### config.mk
export PLATFORM = sky130hd
export DESIGN_NAME = wb_target_decoder
export DESIGN_NICKNAME = d
export VERILOG_FILES = /design/src/rtl/common_pkg.sv /design/src/rtl/wb_watchdog.sv /design/src/rtl/wb_target_decoder.sv
export SDC_FILE = /design/constraint.sdc
export NUM_CORES = 1
export LEC_CHECK = 0
export CAP_MARGIN = 10
export CORE_UTILIZATION = 40
export DETAILED_ROUTE_END_ITERATION = 10
export PLACE_DENSITY = 0.78
export SYNTH_ARGS = -nofsm -noshare
export SYNTH_HDL_FRONTEND = slang
export SYNTH_SLANG_ARGS = --single-unit
### constraint.sdc
create_clock -name clk_i -period 2.35 [get_ports clk_i]
set_input_delay 0.3525 -clock clk_i [delete_from_list [all_inputs] [get_ports clk_i]]
set_output_delay 0.3525 -clock clk_i [all_outputs]
set_load 0.05 [all_outputs]
### src/rtl/common_pkg.sv
// Shared Wishbone address map, target encoding and decode helpers for the 20-bit system bus.
package common_pkg;

    typedef enum logic [2:0] {
        WB_TGT_RAM,
        WB_TGT_REG,
        WB_TGT_CRTC,
        WB_TGT_KBD,
        WB_TGT_NONE
    } wb_target_t;

    typedef enum logic [1:0] {
        ST_IDLE,
        ST_WAIT,
        ST_RESP
    } wb_state_t;

    localparam int WB_TARGET_COUNT = 4;

    // RAM (incl. VRAM/VROM) and KBD span two 64 KiB pages; REG and CRTC one page each.
    localparam logic [19:0] WB_RAM_BASE  = 20'h00000;
    localparam logic [19:0] WB_RAM_MASK  = 20'hE0000;
    localparam logic [19:0] WB_REG_BASE  = 20'h40000;
    localparam logic [19:0] WB_REG_MASK  = 20'hF0000;
    localparam logic [19:0] WB_CRTC_BASE = 20'h50000;
    localparam logic [19:0] WB_CRTC_MASK = 20'hF0000;
    localparam logic [19:0] WB_KBD_BASE  = 20'h60000;
    localparam logic [19:0] WB_KBD_MASK  = 20'hE0000;

    function automatic wb_target_t wb_decode(input logic [19:0] addr);
        if ((addr & WB_RAM_MASK) == WB_RAM_BASE)   return WB_TGT_RAM;
        if ((addr & WB_REG_MASK) == WB_REG_BASE)   return WB_TGT_REG;
        if ((addr & WB_CRTC_MASK) == WB_CRTC_BASE) return WB_TGT_CRTC;
        if ((addr & WB_KBD_MASK) == WB_KBD_BASE)   return WB_TGT_KBD;
        return WB_TGT_NONE;
    endfunction

    function automatic logic [WB_TARGET_COUNT-1:0] wb_onehot(input wb_target_t tgt);
        logic [WB_TARGET_COUNT-1:0] oh;
        oh = '0;
        case (tgt)
            WB_TGT_RAM:  oh = 4'b0001;
            WB_TGT_REG:  oh = 4'b0010;
            WB_TGT_CRTC: oh = 4'b0100;
            WB_TGT_KBD:  oh = 4'b1000;
            default:     oh = '0;
        endcase
        return oh;
    endfunction

endpackage

### src/rtl/wb_watchdog.sv
// Target-ack watchdog: counts WAIT cycles and flags expiry after LIMIT cycles.
// Only present when WB_DECODE_TIMEOUT_EN is defined.
`ifdef WB_DECODE_TIMEOUT_EN
module wb_watchdog #(
    parameter int LIMIT = 64
) (
    input  logic clk_i,
    input  logic rst_ni,
    input  logic clr_i,
    input  logic en_i,
    output logic expired_o
);
    localparam int W = $clog2(LIMIT + 1);

    logic [W-1:0] count_q, count_d;

    // Expiry marks the LIMIT-th WAIT cycle; the error then appears on the following cycle.
    assign expired_o = en_i && (count_q == W'(LIMIT - 1));

    always_comb begin
        count_d = count_q;
        if (clr_i) begin
            count_d = '0;
        end else if (en_i && !expired_o) begin
            count_d = count_q + 1'b1;
        end
    end

    always_ff @(posedge clk_i or negedge rst_ni) begin
        if (!rst_ni) count_q <= '0;
        else         count_q <= count_d;
    end
endmodule
`endif

### src/rtl/wb_target_decoder.sv
// Wishbone responder-side decoder: routes one transaction at a time to RAM/REG/CRTC/KBD.
// Optional ack timeout is enabled by defining WB_DECODE_TIMEOUT_EN.
module wb_target_decoder
    import common_pkg::*;
#(
    parameter int TIMEOUT_CYCLES = 64,
    parameter int TARGET_COUNT   = WB_TARGET_COUNT
) (
    input  logic                      clk_i,
    input  logic                      rst_ni,
    input  logic [19:0]               wb_adr_i,
    input  logic [7:0]                wb_dat_i,
    output logic [7:0]                wb_dat_o,
    input  logic                      wb_we_i,
    input  logic                      wb_cyc_i,
    input  logic                      wb_stb_i,
    output logic                      wb_stall_o,
    output logic                      wb_ack_o,
    output logic                      wb_err_o,
    output logic [19:0]               tgt_adr_o,
    output logic [7:0]                tgt_dat_o,
    output logic                      tgt_we_o,
    output logic                      tgt_cyc_o,
    output logic [TARGET_COUNT-1:0]   tgt_stb_o,
    input  logic [8*TARGET_COUNT-1:0] tgt_dat_i,
    input  logic [TARGET_COUNT-1:0]   tgt_ack_i,
    output logic [19:0]               err_addr_o
);
    wb_state_t               state_q, state_d;
    logic [19:0]             adr_q, adr_d;
    logic [7:0]              dat_q, dat_d;
    logic                    we_q, we_d;
    logic [TARGET_COUNT-1:0] sel_q, sel_d;
    logic [TARGET_COUNT-1:0] stb_q, stb_d;
    logic                    cyc_q, cyc_d;
    logic                    ack_q, ack_d;
    logic                    err_q, err_d;
    logic                    stall_q, stall_d;
    logic [7:0]              rdata_q, rdata_d;
    logic [19:0]             err_addr_q, err_addr_d;

    wb_target_t              decoded;
    logic                    ack_sel;
    logic [7:0]              rbyte;
    logic                    timeout_hit;

    assign decoded = wb_decode(wb_adr_i);
    assign ack_sel = |(tgt_ack_i & sel_q);

    always_comb begin
        rbyte = '0;
        for (int i = 0; i < TARGET_COUNT; i++) begin
            if (sel_q[i]) rbyte = rbyte | tgt_dat_i[8*i +: 8];
        end
    end

    // NOTE: every always_comb output gets a default first, so no path can infer a latch.
    always_comb begin
        state_d    = state_q;
        adr_d      = adr_q;
        dat_d      = dat_q;
        we_d       = we_q;
        sel_d      = sel_q;
        stb_d      = '0;
        cyc_d      = cyc_q;
        ack_d      = 1'b0;
        err_d      = 1'b0;
        stall_d    = 1'b0;
        rdata_d    = rdata_q;
        err_addr_d = err_addr_q;

        case (state_q)
            ST_IDLE: begin
                // stall_q still high here means an error is being returned this cycle.
                if (wb_cyc_i && wb_stb_i && !stall_q) begin
                    adr_d   = wb_adr_i;
                    dat_d   = wb_dat_i;
                    we_d    = wb_we_i;
                    sel_d   = wb_onehot(decoded);
                    stall_d = 1'b1;
                    if (decoded == WB_TGT_NONE) begin
                        err_d      = 1'b1;
                        err_addr_d = wb_adr_i;
                    end else begin
                        stb_d   = wb_onehot(decoded);
                        cyc_d   = 1'b1;
                        state_d = ST_WAIT;
                    end
                end
            end
            ST_WAIT: begin
                stall_d = 1'b1;
                if (!wb_cyc_i) begin
                    cyc_d   = 1'b0;
                    stall_d = 1'b0;
                    state_d = ST_IDLE;
                end else if (ack_sel) begin
                    cyc_d   = 1'b0;
                    ack_d   = 1'b1;
                    if (!we_q) rdata_d = rbyte;
                    state_d = ST_RESP;
                end else if (timeout_hit) begin
                    cyc_d      = 1'b0;
                    err_d      = 1'b1;
                    err_addr_d = adr_q;
                    state_d    = ST_IDLE;
                end
            end
            ST_RESP: state_d = ST_IDLE;
            default: state_d = ST_IDLE;
        endcase
    end

`ifdef WB_DECODE_TIMEOUT_EN
    logic wd_clr, wd_en;
    assign wd_clr = (state_q == ST_IDLE) && (state_d == ST_WAIT);
    assign wd_en  = (state_q == ST_WAIT);

    wb_watchdog #(.LIMIT(TIMEOUT_CYCLES)) u_watchdog (
        .clk_i     (clk_i),
        .rst_ni    (rst_ni),
        .clr_i     (wd_clr),
        .en_i      (wd_en),
        .expired_o (timeout_hit)
    );
`else
    localparam int unused_timeout_cycles = TIMEOUT_CYCLES;
    assign timeout_hit = 1'b0;
`endif

    // NOTE: state registers use non-blocking assignments so all flops update together.
    always_ff @(posedge clk_i or negedge rst_ni) begin
        if (!rst_ni) begin
            state_q    <= ST_IDLE;
            adr_q      <= '0;
            dat_q      <= '0;
            we_q       <= 1'b0;
            sel_q      <= '0;
            stb_q      <= '0;
            cyc_q      <= 1'b0;
            ack_q      <= 1'b0;
            err_q      <= 1'b0;
            stall_q    <= 1'b0;
            rdata_q    <= '0;
            err_addr_q <= '0;
        end else begin
            state_q    <= state_d;
            adr_q      <= adr_d;
            dat_q      <= dat_d;
            we_q       <= we_d;
            sel_q      <= sel_d;
            stb_q      <= stb_d;
            cyc_q      <= cyc_d;
            ack_q      <= ack_d;
            err_q      <= err_d;
            stall_q    <= stall_d;
            rdata_q    <= rdata_d;
            err_addr_q <= err_addr_d;
        end
    end

    assign wb_dat_o   = rdata_q;
    assign wb_stall_o = stall_q;
    assign wb_ack_o   = ack_q;
    assign wb_err_o   = err_q;
    assign tgt_adr_o  = adr_q;
    assign tgt_dat_o  = dat_q;
    assign tgt_we_o   = we_q;
    assign tgt_cyc_o  = cyc_q;
    assign tgt_stb_o  = stb_q;
    assign err_addr_o = err_addr_q;
endmodule

==> impl_results.md <==
* Fraction of registers with async set/reset at 100%
* Bufs and invs on worst path at 1
* Die area at between 0.007 and 0.008 mm^2
* Vias in the first global route at approximately 2300
* Clock Tree Root: clkbuf_8
* # Post-CTS Setup Buffers at 0
* Warnings, synthesis at 0
* Layout Cells excl Fill at 445
* Total core area at ~0.007 mm^2
* Diode count at 0
* PostCTS Resize Cnt at 0
* CTS H-tree lvls at 3
* Fmax at ~510 MHz
* Final Slew Violations at 0
* # nets final at around 410
* Req. time, crit path at roughly 2000 ps
* CP peak stage delay at between 800 and 900 ps
* Initial antenna violation count at 0
* Post-route core utilization at 66.4%
* Reg2Reg Depth at 3
* Startpoint Class: register
* Crit path depth at 1
* Clk_lat worst skew at roughly 330 ps
* Buffers on Ports at about 130
* Setup crit end kind: output port
* Chip width at between 80 and 90 um
* Reg2reg setup slack at around 500 ps
* Max Cap Viol at 0
* Via count at approximately 2200
* Synth Area per Inst at 14.3 um^2
* Max clock buf depth at 2
* CP endpoint: tgt_we_o
* RSZ-0062 raised after global routing: false
* Sequential area share after synthesis at between 60 and 70%
* Pleak at just under 2 nW
* GRT Overall Usage at about a fifth
* Syn nets at between 200 and 300
* Share of layout cells above drive strength 1 at a little under a quarter
* Dpl cell area at about 0.0043 mm^2
* # rows at 30
* Starting Density at 41.9%
* Overflow after GRT at 0
* Clock slew at reported path FFs at around 80 ps
* VDD IR max at about 0.63 mV
* Slowest CP cell: clkdlybuf4s50_1
* Min-delay worst type: in -> async
* Cell variety after synth at 28
* Worst Setup SP: tgt_we_o$_DFFE_PN0P_
* Die Height at 86.9 um
* Fin crit share at between 80% and 90%
* CTS tree: built
* Synthesized area at around 0.0029 mm^2
* Post-DP HPWL at 5180 um
* FF-to-FF Start: sel_q[2]$_DFFE_PN0P_
* Critical Path Fanout Max at 3
* Total negative setup slack at 0 ps
* Pwr per Cell Area at ~1000 mW/mm^2
* Post-cts hold buffer count at 0
* Setup Skew at roughly 7.6 ps
* Fin. Hold Viols at 0
* Mapped Cells at ~200
* Vias per inst at 5.00
* Num Clock Sinks at 71
* Final setup vio count at 0
* Post-route ant nets at 0
* CP Cell Sequence: clkdlybuf4s50_1
* Inst Count DP at about 430
* Reg-to-Reg End: wb_dat_o[5]$_DFFE_PN0P_
* Top Ports at around 130
* Status: finished, final reports clean
* Critical Path AT at around 1600 ps
* Number of flops mapped to enable cells by yosys at 0
* Pin count of the biggest net entering global routing at 72
* Headroom to the max-slew limit at 41.8%
* Crit Path Category: reg -> out
* Min Tclk post-route at roughly 2000 ps
* Cts bufs inserted at 9
* Routability Congestion at between 0.7 and 0.8
* Drt total wl at between 7000 and 8000 um
* First-pass GRT wire length at around 11000 um
* Most frequent cells in the layout: clkdlybuf4s50_1, dfrtp_1, mux2_2
* Area growth syn-to-layout at 58.2%
* Drt pass-1 iters at 4
* DRC violations left at 0
* Yosys reg bits at ~70
* Starting DRT DRC Count at 109
* Worst-Margin Slew at slightly below 900 ps
* Critical path's top delay family: buffers and inverters
* Dominant synthesized flop cell: dfrtp_1
* Finished Cell Area at roughly 0.0046 mm^2
* Commonest non-fill, non-tap cell in the layout: clkdlybuf4s50_1
* WL/cell at about 16 um
layout make-up:
class,instances,area [um^2]
inverters,7,26.3
flip-flops and latches,71,1780
well taps,96,120
clock buffers,11,151
repair buffers,140,1380
clock inverters,5,80.1
multi-input cells,115,1020
fillers,521,2310
cell usage after synthesis (2+ instances only):
library cell  number  area share [%]
mux2_2            52              20
nand2_1           11             1.4
o32ai_1            3            0.91
buf_2              2            0.35
nor2_1             4            0.52
o21ai_0            4            0.69
a21o_1             2            0.52
a32o_1             2            0.69
a22oi_1           18             4.7
and3_1             3            0.65
buf_4              4             1.0
inv_1              7            0.91
nor2b_1            2            0.43
a21oi_1            3            0.52
dfrtp_1           71              62
state kept, by name (all words and copies together), names as in the netlist:
signal      cells
wb_dat_o        8
wb_err_o        1
err_addr_o     20
tgt_cyc_o       1
tgt_adr_o      20
wb_ack_o        1
wb_stall_o      1
tgt_dat_o       8
tgt_we_o        1
sel_q           4
tgt_stb_o       4
state_q         2
report_power, final:
part | switching (mW) | internal [mW]
registers | 0.140 | 1.47
logic | 1.15 | 0.706
clock network | 0.445 | 0.654
how the worst min path moves through the flow:
| stage | start | depth (start not counted) | endpoint |
|---|---|---|---|
| after floorplan | rst_ni | 0 | err_addr_o[0]$_DFFE_PN0P_ |
| after global placement | tgt_adr_o[19]$_DFFE_PN0P_ | 1 | tgt_adr_o[19]$_DFFE_PN0P_ |
| after detailed placement | tgt_adr_o[19]$_DFFE_PN0P_ | 1 | tgt_adr_o[19]$_DFFE_PN0P_ |
| after CTS | rst_ni | 1 | tgt_adr_o[6]$_DFFE_PN0P_ |
| after global routing | rst_ni | 1 | tgt_adr_o[6]$_DFFE_PN0P_ |
| final | rst_ni | 1 | tgt_adr_o[6]$_DFFE_PN0P_ |
metal layers:
metal	routed length, um	GRT usage, %	vias up	share of wire [%]
li1	-	-	1023	-
met1	2900	23.8	1125	41
met2	3550	32.6	69	51
met3	507	6.92	7	7.2
met4	73	7.42	0	1.0
met5	0	0	-	0
kinds of logic after synthesis:
group	synth area share (%)
simple gates	4.78
compound gates	10.4
buf+inv	2.82
mux	20.3
flops	61.7
per-stage QoR:
step	worst slack (ps)	hold slack [ps]	total power, mW
floorplan	477	56.9	2.76
global placement	260	475	3.46
detailed placement	208	473	3.49
CTS	380	164	4.60
global route	338	188	4.75
finish	396	120	4.56
(Power assumes the default switching activity.)
